[config.mk]
export PLATFORM = sky130hd
export DESIGN_NAME = branch_predictor
export DESIGN_NICKNAME = d
export VERILOG_FILES = /design/src/rtl/branch_predictor.sv
export SDC_FILE = /design/constraint.sdc
export NUM_CORES = 2
export LEC_CHECK = 0
export BUFFER_PORTS_ARGS = -buffer_cell sky130_fd_sc_hd__buf_2
export CAP_MARGIN = 20
export CORE_UTILIZATION = 35
export DETAILED_ROUTE_END_ITERATION = 10
export SLEW_MARGIN = 10
export SYNTH_ARGS = -nofsm -noshare
export SYNTH_HDL_FRONTEND = slang
export SYNTH_SLANG_ARGS = --single-unit
export TNS_END_PERCENT = 100
[constraint.sdc]
create_clock -name CLK -period 8.7 [get_ports CLK]
set_input_delay 0.87 -clock CLK [delete_from_list [all_inputs] [get_ports CLK]]
set_output_delay 0.87 -clock CLK [all_outputs]
set_load 0.02 [all_outputs]
[src/rtl/branch_predictor.sv]
// branch_predictor: direct-mapped branch target buffer with 2-bit saturating
// direction counters, looked up combinationally by the fetch PC and trained
// by the branch resolution stage. Also keeps a saturating mispredict counter.
//
// Ports:
//   CLK            clock, all state updates on the rising edge
//   RST            synchronous active-high reset
//   cpc            fetch PC, word address [31:2]
//   bpSel          1 = predict taken, PC unit selects bp_a
//   bp_a           predicted next fetch word address
//   upd_valid      resolution stage retiring a branch this cycle
//   upd_pc         word address of the resolved branch
//   upd_taken      actual branch outcome
//   upd_target     actual taken target, word address
//   upd_mispredict prediction for this branch was wrong (qualified by upd_valid)
//   mispredict_cnt saturating count of mispredicts since reset
module branch_predictor #(
    parameter int unsigned ENTRIES = 16,
    parameter int unsigned CNT_W   = 16
) (
    input  logic              CLK,
    input  logic              RST,
    input  logic [29:0]       cpc,
    output logic              bpSel,
    output logic [29:0]       bp_a,
    input  logic              upd_valid,
    input  logic [29:0]       upd_pc,
    input  logic              upd_taken,
    input  logic [29:0]       upd_target,
    input  logic              upd_mispredict,
    output logic [CNT_W-1:0]  mispredict_cnt
);

    localparam int unsigned IDX_W = $clog2(ENTRIES);
    localparam int unsigned TAG_W = 30 - IDX_W;

    logic              valid_q  [ENTRIES];
    logic [TAG_W-1:0]  tag_q    [ENTRIES];
    logic [1:0]        ctr_q    [ENTRIES];
    logic [29:0]       target_q [ENTRIES];

    logic [IDX_W-1:0]  look_idx;
    logic [TAG_W-1:0]  look_tag;
    logic              look_hit;
    logic [IDX_W-1:0]  upd_idx;
    logic [TAG_W-1:0]  upd_tag;
    logic              upd_hit;

    // Lookup from registered state only; a same-cycle update is not bypassed.
    always_comb begin
        look_idx = cpc[IDX_W-1:0];
        look_tag = cpc[29:IDX_W];
        look_hit = valid_q[look_idx] && (tag_q[look_idx] == look_tag);
        bpSel    = look_hit && ctr_q[look_idx][1];
        bp_a     = bpSel ? target_q[look_idx] : cpc + 30'd1;
    end

    always_comb begin
        upd_idx = upd_pc[IDX_W-1:0];
        upd_tag = upd_pc[29:IDX_W];
        upd_hit = valid_q[upd_idx] && (tag_q[upd_idx] == upd_tag);
    end

    // Table training and mispredict counting; reset wins over a same-cycle update.
    always_ff @(posedge CLK) begin
        if (RST) begin
            for (int i = 0; i < int'(ENTRIES); i++) begin
                valid_q[i]  <= 1'b0;
                tag_q[i]    <= '0;
                ctr_q[i]    <= 2'b00;
                target_q[i] <= '0;
            end
            mispredict_cnt <= '0;
        end else if (upd_valid) begin
            if (upd_hit) begin
                if (upd_taken) begin
                    if (ctr_q[upd_idx] != 2'b11) begin
                        ctr_q[upd_idx] <= ctr_q[upd_idx] + 2'd1;
                    end
                    target_q[upd_idx] <= upd_target;
                end else if (ctr_q[upd_idx] != 2'b00) begin
                    ctr_q[upd_idx] <= ctr_q[upd_idx] - 2'd1;
                end
            end else if (upd_taken) begin
                // Only taken branches allocate; they start weakly taken.
                valid_q[upd_idx]  <= 1'b1;
                tag_q[upd_idx]    <= upd_tag;
                target_q[upd_idx] <= upd_target;
                ctr_q[upd_idx]    <= 2'b10;
            end
            if (upd_mispredict && (mispredict_cnt != {CNT_W{1'b1}})) begin
                mispredict_cnt <= mispredict_cnt + CNT_W'(1);
            end
        end
    end

endmodule
## Word-level counts from Yosys, hierarchy flattened

Memory sizes are Yosys's and may differ from the RTL's.
Cells that the tools add are included.
W data, S select, Z words.

- Bits in latches: 0
- RAM bits: 944
- Bits in read-only memories: 0
- Memories: 4
- Register bits after elaboration: 16
- Output and inout port bits: 47

Memory list:

| memory | words | bits a word | read ports | clocked after Yosys merged registers in | write ports | RTL line | source |
|---|---|---|---|---|---|---|---|
| target_q | 16 | 30 | 1 | 0 | 16 | 40 | `logic [29:0] target_q [ENTRIES];` |
| tag_q | 16 | 26 | 2 | 0 | 16 | 38 | `logic [TAG_W-1:0] tag_q [ENTRIES];` |
| ctr_q | 16 | 2 | 2 | 0 | 16 | 39 | `logic [1:0] ctr_q [ENTRIES];` |
| valid_q | 16 | 1 | 2 | 0 | 16 | 37 | `logic valid_q [ENTRIES];` |

- Bitwise gates (word level): 3
- Eq/ne operators: 4
- Reduce and logical (&&, ||, !) cells: 10
- Muxes and demuxes: 39
- Shifts and indexed selects: 0
- Order comparisons: 0
- Multipliers: 0
- Add/subtract/negate cells: 4
- Divide/modulo/power cells: 0

Operator list:

| cell | count |
|---|---|
| $mux W30 | 3 |
| $eq A26 B26 Y1 | 2 |
| $add A30 B1 Y30 const B | 1 |
| $reduce_or A30 Y1 | 1 |
| $mux W1 | 28 |
| $mux W26 | 1 |
| $reduce_or A26 Y1 | 1 |
| $add A16 B1 Y16 const B | 1 |
| $mux W4 | 4 |
| $ne A16 B16 Y1 const B | 1 |
| $mux W2 | 3 |
| $logic_and A1 B1 Y1 | 4 |
| $or A1 B1 Y1 | 3 |
| $add A2 B1 Y2 const B | 1 |
| $ne A2 B2 Y1 const B | 1 |
| $reduce_and A2 Y1 | 1 |
| $reduce_bool A2 Y1 | 1 |
| $reduce_or A2 Y1 | 1 |
| $sub A2 B1 Y2 const B | 1 |
| $reduce_or A1 Y1 | 1 |

## Logic depth before layout (Yosys ltp)

An unclocked memory read counts as a cell.

- Depth after elaboration: 12
- Mapped depth: 15

## Worst setup path after synthesis

OpenSTA, ideal clock, no wires.

- Kind: input port to output port
- From: input port cpc[0]
- To: output port bp_a[10]
- Slack: 3,519 ps
- Cell stages on the path: 9
- Data arrival time: 4,311 ps
- Required time: 7,830 ps
- Path through: clkbuf_1 buf_2 clkbuf_1 buf_2 buf_1 buf_1 mux4_2 mux4_2 mux2_2

- Word-level cells in the longest chain between the ends: 5

Ends and longest elaborated chain:

| item | RTL line | source |
|---|---|---|
| from (decl) | 23 | `input logic [29:0] cpc,` |
| $mem_v2 Z16 W26 | - |  |
| $eq A26 B26 Y1 | 53 | `look_hit = valid_q[look_idx] && (tag_q[look_idx] == look_tag);` |
| $logic_and A1 B1 Y1 | 53 |  |
| $logic_and A1 B1 Y1 | 54 | `bpSel = look_hit && ctr_q[look_idx][1];` |
| $mux W30 (*) | 55 | `bp_a = bpSel ? target_q[look_idx] : cpc + 30'd1;` |
| to (decl) | 25 | `output logic [29:0] bp_a,` |

Mark *: on every way between the ends. The rest lies on a longest branch, timed or not.

## Worst setup path in the final report

- From: input port cpc[0]
- To: output port bp_a[2]

Same word-level chain as after synthesis.

==> metrics.csv <==
stage,metric,value,unit
logic_synthesis,syn_nets,3364,
sta,maxSlewHeadroom,22.9,%
clocking,cts_buffer_depth,3,
sta,fin_crit_sh,77.5,%
route,drc_errors,0,
floorplan,die_w,375,µm
clocking,post-cts-setup-buffers,0,
logic_synthesis,synth_edf_count,928,
cells_and_area,final_cell_mix,"928 x edfxtp_1, 501 x and2_1, 423 x and3_1",
logic_synthesis,syn_area,0.0488,mm²
floorplan,die_y,375,µm
grt,antenna_found_initial,31,
cells_and_area,fillCellCount,12600,
clocking,hold_buffers,0,
cells_and_area,area.growth.synth_to_final,12.0,%
floorplan,die_area,0.141,mm²
sta,worst_pin_slew,1.16,ns
clocking,cts_max_level,3,
floorplan,io_pins,142,
clocking,cts.sinks,960,
place,dpl-instance-area,0.0512,mm²
logic_synthesis,yosysSeqAreaShare,58.4,%
cells_and_area,drive_above_1_share,25.7,%
sta,setup_viol,0,
grt,grtUsageTotal,22.6,%
logic_synthesis,synthArstFlopShare,0,%
power_and_ir_drop,p_int,8190,µW
place,globalplace.congestion,0.827,
sta,hold_viol_final,0,
power_and_ir_drop,pwr-share-clk,40.3,%
clocking,clockRootBuffer,clkbuf_16,
grt,globalRoute.totalOverflow,0,
cells_and_area,final_util,39.6,%
logic_synthesis,synth_ff_type,edfxtp_1,
power_and_ir_drop,comb_power_share,10.3,%
sta,max_freq,148,MHz
critical_path,path_class,in -> out,
grt,grt_max_degree,138,
power_and_ir_drop,power_frac_seq,49.4,%
floorplan,rows,136,
power_and_ir_drop,vdd_ir_drop_max,0.142,mV
critical_path,arrival,5.87,ns
logic_synthesis,synth.distinct_cells,72,
run_status,outcome,"finished, final reports clean",
power_and_ir_drop,leakagePower,0.0200,µW
critical_path,end_kind,output pin,
critical_path,cp-start-kind,primary input,
flow_run,cap_viol_max_count,0,
critical_path,worst-path-max-fanout,92,
logic_synthesis,ys_seq_elements,960,
sta,rsz0062_at_grt,no,
sta,fin_ws,1.96,ns
critical_path,slowest_stage,buf_8,
cells_and_area,final_common_cell,edfxtp_1,
clocking,clk_latency,0.75,ns
sta,fin_setup_tns,0,ns
grt,grt_pass1_vias,29800,
route,wl_per_cell,31.5,µm
route,finalWirelength,161,mm
route,vias_per_cell,5.96,
route,ant_nets,0,
clocking,cts_buffers,106,
critical_path,crit_chain,"buf_8, buf_4, buf_4, mux4_2, mux4_2, xnor2_1, nand4_1, nor3_1, nand3_2, buf_4, mux2_2, buf_2",
logic_synthesis,syn_inst,3267,
power_and_ir_drop,power.net_switching,2750,µW
sta,slew_viol_final,0,
critical_path,path_common_cell,buf_4,
power_and_ir_drop,powerDensity,200,mW/mm²
place,post-dp-hpwl,88.7,mm
cells_and_area,final_area,0.0546,mm²
floorplan,initial_core_util,35.4,%
clocking,clk_pin_slew,0.06,ns
place,port_buffers,141,
logic_synthesis,ys_warn_count,0,
logic_synthesis,syn_avg_cell_area,14.9,µm²
floorplan,core,0.138,mm²
route,drt-initial-drc-count,4188,
critical_path,cp.required,7.83,ns
critical_path,crit_path_max_incr_delay,0.63,ns
route,drt_pass1_iterations,6,
grt,grt_pass1_wl,228,mm
sta,fin_crit,6.74,ns
clocking,post_cts_resize_count,0,
sta,clock_skew,0.0798,ns
worst_hold_path,hp-class,reg -> reg,
power_and_ir_drop,power.share.switching,25.1,%
cells_and_area,num-nets-final,3335,
clocking,cts_tree,built,
route,vias,30600,
place,pre_cts_ws,1.93,ns
-- state kept, by name, indices dropped and copies added, names as in the netlist --
register / count
ctr_q: 32
mispredict_cnt: 16
tag_q: 416
target_q: 480
valid_q: 16
-- metal layers --
metal / routed length [µm] / up-vias / GRT usage (%) / part of all wire, %
li1: - / 12500 / - / -
met1: 65600 / 16000 / 31.2 / 41
met2: 75400 / 1683 / 35.4 / 47
met3: 15800 / 315 / 4.99 / 9.8
met4: 4180 / 32 / 6.98 / 2.6
met5: 192 / - / 0 / 0.12
-- power by group through the flow --
stage / Sequential [µW] / Combinational (µW) / Clock [µW]
2_1_floorplan: 5460 / 705 / 0
3_3_place_gp: 5490 / 1110 / 0
3_5_place_dp: 5500 / 1120 / 0
4_1_cts: 5400 / 1120 / 4450
5_1_grt: 5430 / 1170 / 4610
6_report: 5400 / 1130 / 4410
-- cell families after synthesis --
kind of cell	Yosys count	synth area share (%)
and+or+nand+nor	1184	14.5
DFF	960	58.4
AOI/OAI and AO/OA	169	2.47
muxes	493	19.7
xor gates and xnor gates	93	1.67
adders and majority gates	2	0.0513
buffers and inverters	366	3.13
-- cells in the mapped netlist (3+ instances only) --
library cell | number | area (µm²)
a22oi_1 | 13 | 97.6
and3_1 | 423 | 2650
o21ai_0 | 53 | 265
a21boi_0 | 3 | 22.5
dfxtp_1 | 32 | 641
nor2_1 | 60 | 225
buf_2 | 31 | 155
or2_2 | 3 | 18.8
a221oi_1 | 4 | 35.0
xor2_1 | 26 | 228
buf_6 | 6 | 67.6
nor3_1 | 7 | 35.0
a21oi_1 | 8 | 40.0
mux2i_1 | 73 | 731
nor2b_1 | 12 | 75.1
buf_4 | 11 | 82.6
nand4_1 | 14 | 87.6
mux2_2 | 50 | 563
a21oi_2 | 10 | 87.6
a21o_1 | 17 | 128
nand2_1 | 66 | 248
and2_1 | 501 | 3130
a22o_1 | 14 | 123
nor4_1 | 21 | 131
nand3_1 | 37 | 185
edfxtp_1 | 928 | 27900
clkbuf_1 | 267 | 1000
nand2b_1 | 6 | 37.5
o211ai_1 | 6 | 45.0
buf_1 | 32 | 120
inv_1 | 16 | 60.1
or2_1 | 17 | 106
o22ai_1 | 10 | 62.6
xnor2_1 | 67 | 587
or4_1 | 4 | 30.0
mux4_2 | 370 | 8330
a31oi_1 | 5 | 31.3
-- final timing paths --
kind	from	to	slack [ns]	cells past startpoint
worst max-delay path	cpc[0]	bp_a[2]	1.96	12
worst min-delay path	valid_q[12]	valid_q[12]	0.48	1
worst max register to register	tag_q[13][2]	tag_q[13][20]	3.34	10
worst min register to register	valid_q[12]	valid_q[12]	0.48	1
-- worst max-delay path: cells and delay by family --
family | cells | cell delay [ns]
xor gates and xnor gates | 1 | 0.21
buffers and inverters | 5 | 2.24
and+or+nand+nor | 3 | 0.86
muxes | 3 | 1.42
-- final cells by class --
cell class | count | area [µm²] | area share, %
Antenna cell | 9 | 22.5 | 0.0412
Clock buffer | 124 | 2720 | 4.98
Clock inverter | 69 | 633 | 1.16
Inverter | 16 | 60.1 | 0.110
Multi-Input combinational cell | 1941 | 19100 | 34.9
Sequential cell | 960 | 28500 | 52.2
Tap cell | 1794 | 2240 | 4.11
Timing Repair Buffer | 213 | 1360 | 2.48
-- metrics by stage --
stage / instances / power, µW / hold WS, ns
floorplan: 3267 / 6160 / 0.443
global placement: 4921 / 6610 / 0.461
detailed placement: 4923 / 6610 / 0.466
CTS: 5116 / 11000 / 0.479
global route: 5120 / 11200 / 0.513
finish: 5126 / 10900 / 0.478
(Power assumes the default switching activity.)
